===== config.mk =====
export PLATFORM = sky130hd
export DESIGN_NAME = uart_top
export DESIGN_NICKNAME = d
export VERILOG_FILES = /design/src/rtl/uart_top.sv
export SDC_FILE = /design/constraint.sdc
export NUM_CORES = 1
export LEC_CHECK = 0
export ABC_AREA = 1
export CORE_MARGIN = 3
export CORE_UTILIZATION = 45
export CTS_CLUSTER_DIAMETER = 120
export DETAILED_ROUTE_END_ITERATION = 6
export GPL_TIMING_DRIVEN = 0
export PLACE_DENSITY_LB_ADDON = 0.1
export SYNTH_ARGS = -nofsm -noshare
export SYNTH_HDL_FRONTEND = slang
export SYNTH_SLANG_ARGS = --single-unit

===== constraint.sdc =====
create_clock -name clk -period 1.8 [get_ports clk]
set_input_delay 0.27 -clock clk [delete_from_list [all_inputs] [get_ports clk]]
set_output_delay 0.27 -clock clk [all_outputs]
set_load 0.05 [all_outputs]

===== src/rtl/uart_top.sv =====
// 8N1 UART loopback: tx engine drives an internal serial line that feeds an
// rx engine through a 2-flop synchroniser. Used as a link-level self-test.

// ---------------------------------------------------------------------------
// TX engine: serialises one byte (start, 8 data LSB first, stop).
// ---------------------------------------------------------------------------
module uart_tx #(
  parameter int CPB = 868
) (
  input  logic       clk,
  input  logic       rst,
  input  logic       tx_start,
  input  logic [7:0] tx_data,
  output logic       line
);
  localparam int CW = (CPB > 1) ? $clog2(CPB) : 1;

  typedef enum logic [1:0] {TX_IDLE, TX_START, TX_DATA, TX_STOP} tx_state_t;

  tx_state_t       state, state_nxt;
  logic [CW-1:0]   cnt;
  logic [2:0]      bit_idx;
  logic [7:0]      shreg;
  logic            bit_end;

  assign bit_end = (cnt == CW'(CPB - 1));

  // State register
  always_ff @(posedge clk) begin
    if (rst) state <= TX_IDLE;
    else     state <= state_nxt;
  end

  // Next-state: each non-idle state lasts one bit time (DATA lasts eight)
  always_comb begin
    state_nxt = state;
    case (state)
      TX_IDLE:  if (tx_start) state_nxt = TX_START;
      TX_START: if (bit_end) state_nxt = TX_DATA;
      TX_DATA:  if (bit_end && bit_idx == 3'd7) state_nxt = TX_STOP;
      TX_STOP:  if (bit_end) state_nxt = TX_IDLE;
      default:  state_nxt = TX_IDLE;
    endcase
  end

  // Datapath: bit timer, shift register and the registered line value.
  // The line is updated on the same edge as the state change, so the start
  // bit goes low on the accepting edge.
  always_ff @(posedge clk) begin
    if (rst) begin
      cnt     <= '0;
      bit_idx <= '0;
      shreg   <= '0;
      line    <= 1'b1;
    end else begin
      case (state)
        TX_IDLE: begin
          cnt     <= '0;
          bit_idx <= '0;
          if (tx_start) begin
            shreg <= tx_data;
            line  <= 1'b0;
          end
        end
        TX_START: begin
          if (bit_end) begin
            cnt  <= '0;
            line <= shreg[0];
          end else begin
            cnt <= cnt + 1'b1;
          end
        end
        TX_DATA: begin
          if (bit_end) begin
            cnt   <= '0;
            shreg <= shreg >> 1;
            if (bit_idx == 3'd7) begin
              bit_idx <= '0;
              line    <= 1'b1;
            end else begin
              bit_idx <= bit_idx + 1'b1;
              line    <= shreg[1];
            end
          end else begin
            cnt <= cnt + 1'b1;
          end
        end
        TX_STOP: begin
          if (bit_end) cnt <= '0;
          else         cnt <= cnt + 1'b1;
        end
        default: begin
          cnt  <= '0;
          line <= 1'b1;
        end
      endcase
    end
  end
endmodule

// ---------------------------------------------------------------------------
// RX engine: synchronises the line, finds the start bit centre, then samples
// every bit time. A good stop bit publishes the byte with a one-cycle pulse.
// ---------------------------------------------------------------------------
module uart_rx #(
  parameter int CPB = 868
) (
  input  logic       clk,
  input  logic       rst,
  input  logic       line,
  output logic [7:0] rx_data,
  output logic       rx_done
);
  localparam int CW = (CPB > 1) ? $clog2(CPB) : 1;

  typedef enum logic [1:0] {RX_IDLE, RX_START, RX_DATA, RX_STOP} rx_state_t;

  rx_state_t       state, state_nxt;
  logic [CW-1:0]   cnt;
  logic [2:0]      bit_idx;
  logic [7:0]      shreg;
  logic [1:0]      sync;
  logic            rx_s;
  logic            bit_end;
  logic            half_end;

  assign rx_s     = sync[1];
  assign bit_end  = (cnt == CW'(CPB - 1));
  assign half_end = (cnt == CW'(CPB / 2 - 1));

  // Two-flop synchroniser; resets to idle-high so reset never looks like a start
  always_ff @(posedge clk) begin
    if (rst) sync <= 2'b11;
    else     sync <= {sync[0], line};
  end

  // State register
  always_ff @(posedge clk) begin
    if (rst) state <= RX_IDLE;
    else     state <= state_nxt;
  end

  // Next-state: a high line at the start-bit centre is treated as a glitch
  always_comb begin
    state_nxt = state;
    case (state)
      RX_IDLE:  if (!rx_s) state_nxt = RX_START;
      RX_START: if (half_end) state_nxt = rx_s ? RX_IDLE : RX_DATA;
      RX_DATA:  if (bit_end && bit_idx == 3'd7) state_nxt = RX_STOP;
      RX_STOP:  if (bit_end) state_nxt = RX_IDLE;
      default:  state_nxt = RX_IDLE;
    endcase
  end

  // Datapath: timer, sample shifter, published byte and done pulse
  always_ff @(posedge clk) begin
    if (rst) begin
      cnt     <= '0;
      bit_idx <= '0;
      shreg   <= '0;
      rx_data <= '0;
      rx_done <= 1'b0;
    end else begin
      rx_done <= 1'b0;
      case (state)
        RX_IDLE: begin
          cnt     <= '0;
          bit_idx <= '0;
        end
        RX_START: begin
          if (half_end) cnt <= '0;
          else          cnt <= cnt + 1'b1;
        end
        RX_DATA: begin
          if (bit_end) begin
            cnt     <= '0;
            shreg   <= {rx_s, shreg[7:1]};
            bit_idx <= bit_idx + 1'b1;
          end else begin
            cnt <= cnt + 1'b1;
          end
        end
        RX_STOP: begin
          if (bit_end) begin
            cnt <= '0;
            if (rx_s) begin
              rx_data <= shreg;
              rx_done <= 1'b1;
            end
          end else begin
            cnt <= cnt + 1'b1;
          end
        end
        default: cnt <= '0;
      endcase
    end
  end
endmodule

// ---------------------------------------------------------------------------
// Top: tx engine looped back into rx engine over an internal serial line.
// ---------------------------------------------------------------------------
module uart_top #(
  parameter int CLK_FREQ     = 100_000_000,
  parameter int BAUD_RATE    = 115200,
  parameter int CLKS_PER_BIT = CLK_FREQ / BAUD_RATE
) (
  input  logic       clk,
  input  logic       rst,
  input  logic       tx_start,
  input  logic [7:0] tx_data,
  output logic [7:0] rx_data,
  output logic       rx_done
);
  logic ser_line;

  uart_tx #(.CPB(CLKS_PER_BIT)) u_tx (
    .clk      (clk),
    .rst      (rst),
    .tx_start (tx_start),
    .tx_data  (tx_data),
    .line     (ser_line)
  );

  uart_rx #(.CPB(CLKS_PER_BIT)) u_rx (
    .clk     (clk),
    .rst     (rst),
    .line    (ser_line),
    .rx_data (rx_data),
    .rx_done (rx_done)
  );
endmodule


==> run_summary.xml, run 1 <==
<?xml version="1.0" encoding="UTF-8"?>
<metrics>
  <group name="yosys">
    <metric name="synth_enable_flop_cells" unit="">0</metric>
    <metric name="post_synth_and_or_nand_nor_area_fraction" unit="%">25.9</metric>
    <metric name="synth_async_sr_flop_share" unit="%">0</metric>
    <metric name="ys_flop_type" unit="">dfxtp_1</metric>
    <metric name="post_synth_inst_count" unit="">337</metric>
    <metric name="synth-adder-area-share" unit="%">5.31</metric>
    <metric name="post_synth.cell_area_avg" unit="um^2">7.70</metric>
    <metric name="post_synth_num_cell_types" unit="">33</metric>
    <metric name="ys_warn_count" unit="">0</metric>
    <metric name="synth_area" unit="um^2">2590</metric>
    <metric name="dominant_combinational_cell_family_by_area_after_synthesis" unit="">simple AND/OR/NAND/NOR gates</metric>
    <metric name="mapped_nets" unit="">359</metric>
    <metric name="muxShareOfSynthArea" unit="%">0</metric>
    <metric name="synth_sequential_area_ratio" unit="%">44.8</metric>
    <metric name="xor_xnor_fraction_of_synth_area" unit="%">2.03</metric>
    <metric name="synth_compound_gate_area_share" unit="%">13.5</metric>
    <metric name="yosys_register_bits" unit="">58</metric>
  </group>
  <group name="cells_and_area">
    <metric name="final_common_cell" unit="">nand2_1</metric>
    <metric name="syn_to_final_growth" unit="%">18.6</metric>
    <metric name="insertedDiodeCount" unit="">0</metric>
    <metric name="count_of_nets_after_finishing" unit="">388</metric>
    <metric name="top_library_cells_by_usage_in_the_layout_fill_and_taps_aside" unit="">nand2_1 (62), dfxtp_1 (57), inv_1 (40), a21oi_1 (37), nor2_1 (34)</metric>
    <metric name="drive_gt1_share" unit="%">11.6</metric>
  </group>
  <group name="cts">
    <metric name="clock-root-buffer" unit="">clkbuf_8</metric>
    <metric name="cts-root-to-sink-buffers" unit="">2</metric>
    <metric name="postCtsSetupRepairBufs" unit="">0</metric>
    <metric name="cts_tree" unit="">yes</metric>
    <metric name="clock_latency" unit="ns">0.33</metric>
    <metric name="tritoncts.num_buffers" unit="">9</metric>
    <metric name="postCtsResizedCells" unit="">0</metric>
    <metric name="htreeDepth" unit="">3</metric>
    <metric name="hold_buffers" unit="">0</metric>
    <metric name="cts.sinks" unit="">58</metric>
    <metric name="cts.reportedPaths.clkPinSlew" unit="ns">0.06</metric>
  </group>
  <group name="min_path">
    <metric name="hold_class" unit="">in -&gt; reg</metric>
    <metric name="holdPathStages" unit="">2</metric>
  </group>
  <group name="worst_setup_path">
    <metric name="worst_r2r_path_depth" unit="">8</metric>
    <metric name="critical_path_fanouts_max" unit="">2</metric>
    <metric name="endpoint_type_of_the_worst_setup_path" unit="">output pin</metric>
    <metric name="slowest_stage" unit="">clkdlybuf4s50_1</metric>
    <metric name="worst-setup-path-type" unit="">reg -&gt; out</metric>
    <metric name="critical_path_depth" unit="">1</metric>
    <metric name="worst_path_largest_cell_delay" unit="ns">0.80</metric>
    <metric name="worstPathCellList" unit="">clkdlybuf4s50_1</metric>
    <metric name="cp_data_arrival_time" unit="ns">1.47</metric>
    <metric name="cp.buffers_inverters" unit="">1</metric>
    <metric name="critPathRequiredTime" unit="ns">1.53</metric>
    <metric name="worst_setup_path_start_kind" unit="">register</metric>
    <metric name="cp_top_family" unit="">buffers and inverters</metric>
  </group>
  <group name="detailed_routing">
    <metric name="route.top_layer_used" unit="">met4</metric>
    <metric name="avgViaCountPerCell" unit="">4.75</metric>
    <metric name="route.detailed.wl_per_inst" unit="um">10.6</metric>
    <metric name="routedLengthMet1" unit="um">2270</metric>
    <metric name="via_count" unit="">2099</metric>
    <metric name="drt_iter0_markers" unit="">73</metric>
    <metric name="drt_pass1_iterations" unit="">4</metric>
    <metric name="antenna_left" unit="">0</metric>
    <metric name="routed_wl" unit="um">4680</metric>
    <metric name="drcViolationCount" unit="">0</metric>
    <metric name="met3WireLength" unit="um">156</metric>
    <metric name="wl_met2" unit="um">2170</metric>
  </group>
  <group name="timing">
    <metric name="finalWorstPathRequiredPeriod" unit="ns">1.74</metric>
    <metric name="hold_ws" unit="ns">0.362</metric>
    <metric name="timing.final.max_slew_violations" unit="">0</metric>
    <metric name="fin_setup_tns" unit="ns">0</metric>
    <metric name="worst_clock_skew" unit="ns">0.00877</metric>
    <metric name="finalCritPeriodShare" unit="%">96.5</metric>
    <metric name="max_clock_freq" unit="GHz">0.576</metric>
    <metric name="hold_viol" unit="">0</metric>
    <metric name="setup-violations-final" unit="">0</metric>
    <metric name="setup_slack" unit="ns">0.0633</metric>
    <metric name="unrepaired_setup_endpoints_after_global_routing" unit="">no</metric>
    <metric name="timing.max_slew.rel_slack" unit="%">66.6</metric>
    <metric name="timing_worst_slew_pin_value" unit="ns">0.500</metric>
  </group>
  <group name="run">
    <metric name="cap_viol_max_count" unit="">0</metric>
  </group>
  <group name="die">
    <metric name="start_util" unit="%">46.8</metric>
    <metric name="die_h" unit="um">81.9</metric>
    <metric name="floorplan.die.width" unit="um">81.9</metric>
    <metric name="placementRows" unit="">27</metric>
    <metric name="floorplan.core_area" unit="um^2">5540</metric>
    <metric name="die_area" unit="um^2">6710</metric>
    <metric name="io-pin-count" unit="">20</metric>
  </group>
  <group name="pwr">
    <metric name="vdd_ir_drop_max" unit="mV">0.778</metric>
    <metric name="p_per_area" unit="nW/um^2">1130</metric>
    <metric name="p_leak" unit="uW">0.00132</metric>
    <metric name="fin_total_pwr" unit="uW">3480</metric>
  </group>
  <group name="placement">
    <metric name="place_congestion" unit="">0.820</metric>
    <metric name="minimum_setup_slack_after_placement" unit="ns">0.122</metric>
    <metric name="place_hpwl" unit="um">3300</metric>
    <metric name="numPortBuffers" unit="">18</metric>
  </group>
  <group name="global_routing">
    <metric name="number_of_global_route_vias_before_repair" unit="">1896</metric>
    <metric name="grt_pass1_wl" unit="um">8050</metric>
    <metric name="grt_usage" unit="%">15.6</metric>
    <metric name="maximum_number_of_pins_on_one_net_before_global_route_repair" unit="">11</metric>
    <metric name="grt_remaining_overflow" unit="">0</metric>
    <metric name="antenna_found_initial" unit="">0</metric>
  </group>
  <group name="run_status">
    <metric name="outcome" unit="">finished clean</metric>
  </group>
</metrics>
-- sequential cells by signal, indices dropped and copies added (netlist names), named ones only --
register,flops
u_rx.bit_idx,3
u_rx.cnt,10
u_rx.rx_data,8
u_rx.rx_done,1
u_rx.shreg,8
u_rx.state,1
u_rx.sync,2
u_tx.bit_idx,3
u_tx.cnt,10
u_tx.line,1
u_tx.shreg,8
u_tx.state,2
-- routing by layer --
layer	global-route usage (%)	vias to the layer above
li1	-	1142
met1	19.0	920
met2	25.1	28
met3	4.17	9
met4	8.14	0
met5	0	-
-- worst reg2reg max path: stages (launching register included) --
cell and delay, ns:
dfxtp_1 0.38, ha_1 0.23, nand3_1 0.11, nor2_2 0.15
nand2_2 0.11, nor3_4 0.28, buf_6 0.20, o21ai_2 0.06
a21oi_2 0.09
-- cells by family (layout without fill, tap and decap cells) --
group	count (synthesis)	count (layout)
AND/OR/NAND/NOR	144	144
AO/OA/AOI/OAI	66	66
flip-flops	58	58
buffers and inverters	52	85
adder cells (fa/ha/maj)	11	11
XOR/XNOR	6	6
-- where the power goes --
group / internal (uW) / total (uW) / switching [uW]
Sequential: 1420 / 1500 / 78.1
Clock: 744 / 1230 / 485
Combinational: 284 / 758 / 475
-- Yosys cell counts, drive strengths merged, types with 3 or more instances --
| library cell | instances | area, um^2 |
|---|---|---|
| a21oi | 40 | 211 |
| buf | 5 | 40.0 |
| clkbuf | 4 | 18.8 |
| dfxtp | 58 | 1160 |
| ha | 11 | 138 |
| inv | 43 | 161 |
| nand2 | 66 | 258 |
| nand3 | 19 | 100 |
| nand4 | 3 | 18.8 |
| nor2 | 36 | 140 |
| nor3 | 5 | 41.3 |
| nor3b | 5 | 37.5 |
| o21ai | 25 | 133 |
| or2 | 5 | 31.3 |
| xor2 | 4 | 35.0 |
-- worst paths after layout --
check	from	to	slack, ns
max reg2reg	u_rx.cnt[0]$_SDFF_PP0_	u_rx.rx_data[6]$_SDFFE_PP0P_	0.13
max	u_rx.rx_data[6]$_SDFFE_PP0P_	rx_data[6]	0.06
min	rst	u_rx.bit_idx[1]$_SDFFE_PP0P_	0.36
min reg2reg	u_rx.sync[0]$_SDFF_PP1_	u_rx.sync[1]$_SDFF_PP1_	0.41
-- cell type report --
| class | count | area (um^2) |
|---|---|---|
| plain buffers | 9 | 63.8 |
| clock buffers | 13 | 169 |
| clock inverters | 2 | 35.0 |
| fillers | 535 | 2460 |
| inverters | 43 | 161 |
| multi-input cells | 227 | 1210 |
| flip-flops and latches | 58 | 1160 |
| well taps | 72 | 90.1 |
| repair buffers | 18 | 183 |
-- per-stage QoR --
step	util, %	cells	area (um^2)
2_1_floorplan	-	337	2590
3_3_place_gp	51.7	427	2860
3_5_place_dp	51.7	427	2860
4_1_cts	55.4	442	3070
5_1_grt	55.5	442	3080
6_report	55.5	442	3080
No activity file was read; power rests on OpenSTA's default activity.
==> inputs of run 2 (changes only) <==
--- a/config.mk
+++ b/config.mk
@@ -12,6 +12,8 @@
 export DETAILED_ROUTE_END_ITERATION = 6
 export GPL_TIMING_DRIVEN = 0
 export PLACE_DENSITY_LB_ADDON = 0.1
+export SKIP_CTS_REPAIR_TIMING = 1
+export SLEW_MARGIN = 20
 export SYNTH_ARGS = -nofsm -noshare
 export SYNTH_HDL_FRONTEND = slang
 export SYNTH_SLANG_ARGS = --single-unit
==> constraint.sdc (replaced) <==
create_clock -name clk -period 1.8 [get_ports clk]
set_input_delay 0.27 -clock clk [delete_from_list [all_inputs] [get_ports clk]]
set_output_delay 0.27 -clock clk [all_outputs]
set_load 0.1 [all_outputs]
==> run 2 against run 1 <==
Register-to-register slack about the same. Highest routed layer unchanged. Sequential share of layout area is 0.24 points lower. Core utilization rose by 0.36 points.
==> run_summary.xml, run 2 (synthesis gave the netlist of run 1 again) <==
<?xml version="1.0" encoding="UTF-8"?>
<metrics>
  <group name="placement">
    <metric name="placed_cell_area" unit="um^2">2860</metric>
    <metric name="minimum_setup_slack_after_placement" unit="ns">0.0664</metric>
    <metric name="place_congestion" unit="">0.820</metric>
    <metric name="numPortBuffers" unit="">18</metric>
    <metric name="place_hpwl" unit="um">3300</metric>
    <metric name="dpl.cell_count" unit="">427</metric>
  </group>
  <group name="min_path">
    <metric name="holdPathStages" unit="">2</metric>
    <metric name="hold_class" unit="">in -&gt; reg</metric>
  </group>
  <group name="pwr">
    <metric name="p_sw_share" unit="%">29.7</metric>
    <metric name="vdd_ir_drop_max" unit="mV">0.779</metric>
    <metric name="sequentialPowerShare" unit="%">43.0</metric>
    <metric name="p_per_area" unit="nW/um^2">1120</metric>
    <metric name="pwr-share-clk" unit="%">35.2</metric>
    <metric name="power.switching" unit="uW">1030</metric>
    <metric name="p_leak" unit="uW">0.00147</metric>
    <metric name="pwr-share-comb" unit="%">21.8</metric>
    <metric name="internal_power" unit="uW">2450</metric>
  </group>
  <group name="detailed_routing">
    <metric name="routed_wl" unit="um">4690</metric>
    <metric name="route.detailed.wl_per_inst" unit="um">10.6</metric>
    <metric name="drt_pass1_iterations" unit="">4</metric>
    <metric name="via_count" unit="">2108</metric>
    <metric name="avgViaCountPerCell" unit="">4.77</metric>
    <metric name="drt_iter0_markers" unit="">103</metric>
    <metric name="drcViolationCount" unit="">0</metric>
    <metric name="antenna_left" unit="">0</metric>
  </group>
  <group name="cells_and_area">
    <metric name="syn_to_final_growth" unit="%">19.4</metric>
    <metric name="final_common_cell" unit="">nand2_1</metric>
    <metric name="insertedDiodeCount" unit="">0</metric>
    <metric name="top_library_cells_by_usage_in_the_layout_fill_and_taps_aside" unit="">nand2_1 (62), dfxtp_1 (57), inv_1 (40), a21oi_1 (37), nor2_1 (34)</metric>
    <metric name="largestRegisters" unit="">u_rx.cnt x10, u_tx.cnt x10</metric>
    <metric name="postLayoutCellArea" unit="um^2">3100</metric>
    <metric name="drive_gt1_share" unit="%">11.6</metric>
    <metric name="count_of_nets_after_finishing" unit="">388</metric>
    <metric name="fin_cells" unit="">442</metric>
  </group>
  <group name="worst_setup_path">
    <metric name="cp_top_family" unit="">buffers and inverters</metric>
    <metric name="cp_data_arrival_time" unit="ns">1.41</metric>
    <metric name="worstPathCellList" unit="">dlymetal6s2s_1</metric>
    <metric name="endpoint_type_of_the_worst_setup_path" unit="">output pin</metric>
    <metric name="cp.buffers_inverters" unit="">1</metric>
    <metric name="critical_path_depth" unit="">1</metric>
    <metric name="worst_path_largest_cell_delay" unit="ns">0.75</metric>
    <metric name="critical_path_fanouts_max" unit="">2</metric>
    <metric name="critPathRequiredTime" unit="ns">1.53</metric>
    <metric name="worst_setup_path_start_kind" unit="">register</metric>
    <metric name="slowest_stage" unit="">dlymetal6s2s_1</metric>
    <metric name="worst-setup-path-type" unit="">reg -&gt; out</metric>
    <metric name="worst_r2r_path_depth" unit="">8</metric>
  </group>
  <group name="run_status">
    <metric name="outcome" unit="">finished clean</metric>
  </group>
  <group name="timing">
    <metric name="worst_clock_skew" unit="ns">0.00911</metric>
    <metric name="setup-violations-final" unit="">0</metric>
    <metric name="timing_worst_slew_pin_value" unit="ns">0.962</metric>
    <metric name="unrepaired_setup_endpoints_after_global_routing" unit="">no</metric>
    <metric name="max_clock_freq" unit="GHz">0.596</metric>
    <metric name="hold_viol" unit="">0</metric>
    <metric name="timing.max_slew.rel_slack" unit="%">35.7</metric>
    <metric name="finalCritPeriodShare" unit="%">93.3</metric>
    <metric name="setup_slack" unit="ns">0.121</metric>
    <metric name="timing.final.max_slew_violations" unit="">0</metric>
    <metric name="finalWorstPathRequiredPeriod" unit="ns">1.68</metric>
  </group>
  <group name="cts">
    <metric name="tritoncts.num_buffers" unit="">9</metric>
    <metric name="cts.reportedPaths.clkPinSlew" unit="ns">0.06</metric>
    <metric name="htreeDepth" unit="">3</metric>
    <metric name="cts_tree" unit="">yes</metric>
    <metric name="clock-root-buffer" unit="">clkbuf_8</metric>
    <metric name="cts.sinks" unit="">58</metric>
    <metric name="cts-root-to-sink-buffers" unit="">2</metric>
    <metric name="clock_latency" unit="ns">0.32</metric>
  </group>
  <group name="die">
    <metric name="floorplan.die.width" unit="um">81.9</metric>
    <metric name="floorplan.core_area" unit="um^2">5540</metric>
    <metric name="die_h" unit="um">81.9</metric>
    <metric name="die_area" unit="um^2">6710</metric>
    <metric name="start_util" unit="%">46.8</metric>
    <metric name="io-pin-count" unit="">20</metric>
    <metric name="placementRows" unit="">27</metric>
  </group>
  <group name="global_routing">
    <metric name="grt_use_met1" unit="%">19.0</metric>
    <metric name="grt_remaining_overflow" unit="">0</metric>
    <metric name="antenna_found_initial" unit="">0</metric>
    <metric name="number_of_global_route_vias_before_repair" unit="">1896</metric>
    <metric name="grt_pass1_wl" unit="um">8050</metric>
    <metric name="grt_usage" unit="%">15.6</metric>
    <metric name="grt_util_met2" unit="%">25.1</metric>
    <metric name="gr-usage-met3" unit="%">4.17</metric>
    <metric name="busiest_layer" unit="">met2</metric>
    <metric name="maximum_number_of_pins_on_one_net_before_global_route_repair" unit="">11</metric>
  </group>
  <group name="run">
    <metric name="cap_viol_max_count" unit="">0</metric>
  </group>
</metrics>
-- run 2: changes by cell type in the layout (fill, tap and decap cells not counted) --
| cell | change |
|---|---|
| clkdlybuf4s50_1 | -8 |
| dlymetal6s2s_1 | +8 |
-- run 2: stage by stage --
step                      TNS, ns  hold WS [ns]  total power, uW  utilization, %
after floorplan                 0         0.389             2100               -
after global placement          0         0.393             2250            51.7
after detailed placement        0         0.392             2260            51.7
after CTS                   -2.43         0.362             3510            55.4
after global routing            0         0.381             3700            55.9
final                           0         0.365             3480            55.9
-- run 2: power by group through the flow --
stage,Combinational [uW],Sequential (uW),Clock (uW)
after floorplan,593,1500,0
after global placement,737,1520,0
after detailed placement,742,1520,0
after CTS,758,1490,1260
after global routing,869,1510,1310
final,759,1500,1220
-- run 2: routing by layer --
metal / up-vias / share of wire, % / routed length (um)
li1: 1142 / - / -
met1: 929 / 49 / 2280
met2: 29 / 46 / 2160
met3: 8 / 3.9 / 183
met4: 0 / 1.3 / 63
met5: - / 0 / 0
-- run 2: worst register-to-register path, stage by stage, from the launching register on --
cell and delay (ns):
dfxtp_1 0.38, ha_1 0.23, nand3_1 0.11, nor2_2 0.15, nand2_2 0.11, nor3_4 0.28, buf_6 0.20, o21ai_2 0.06
a21oi_2 0.09
-- run 2: worst paths after layout --
| kind | start | end | slack, ns |
|---|---|---|---|
| setup / recovery | u_rx.rx_data[5]$_SDFFE_PP0P_ | rx_data[5] | 0.12 |
| setup reg to reg | u_rx.cnt[0]$_SDFF_PP0_ | u_rx.rx_data[6]$_SDFFE_PP0P_ | 0.13 |
| hold reg to reg | u_rx.sync[0]$_SDFF_PP1_ | u_rx.sync[1]$_SDFF_PP1_ | 0.41 |
| hold / removal | rst | u_rx.bit_idx[1]$_SDFFE_PP0P_ | 0.36 |
-- run 2: area by class of cell --
class | instances | area (um^2)
Clock buffer | 13 | 169
Sequential cell | 58 | 1160
Multi-Input combinational cell | 227 | 1210
Timing Repair Buffer | 18 | 203
Clock inverter | 2 | 35.0
Inverter | 43 | 161
Tap cell | 72 | 90.1
Fill cell | 539 | 2440
Buffer | 9 | 63.8
==> inputs of run 3 (changes only) <==
--- a/config.mk
+++ b/config.mk
@@ -11,6 +11,7 @@
 export CTS_CLUSTER_DIAMETER = 120
 export DETAILED_ROUTE_END_ITERATION = 6
 export GPL_TIMING_DRIVEN = 0
+export HOLD_SLACK_MARGIN = 0.03
 export PLACE_DENSITY_LB_ADDON = 0.1
 export SKIP_CTS_REPAIR_TIMING = 1
 export SLEW_MARGIN = 20
==> results of run 3 <==
Same layout as run 2: the final DEF is identical, and so are final timing and power.
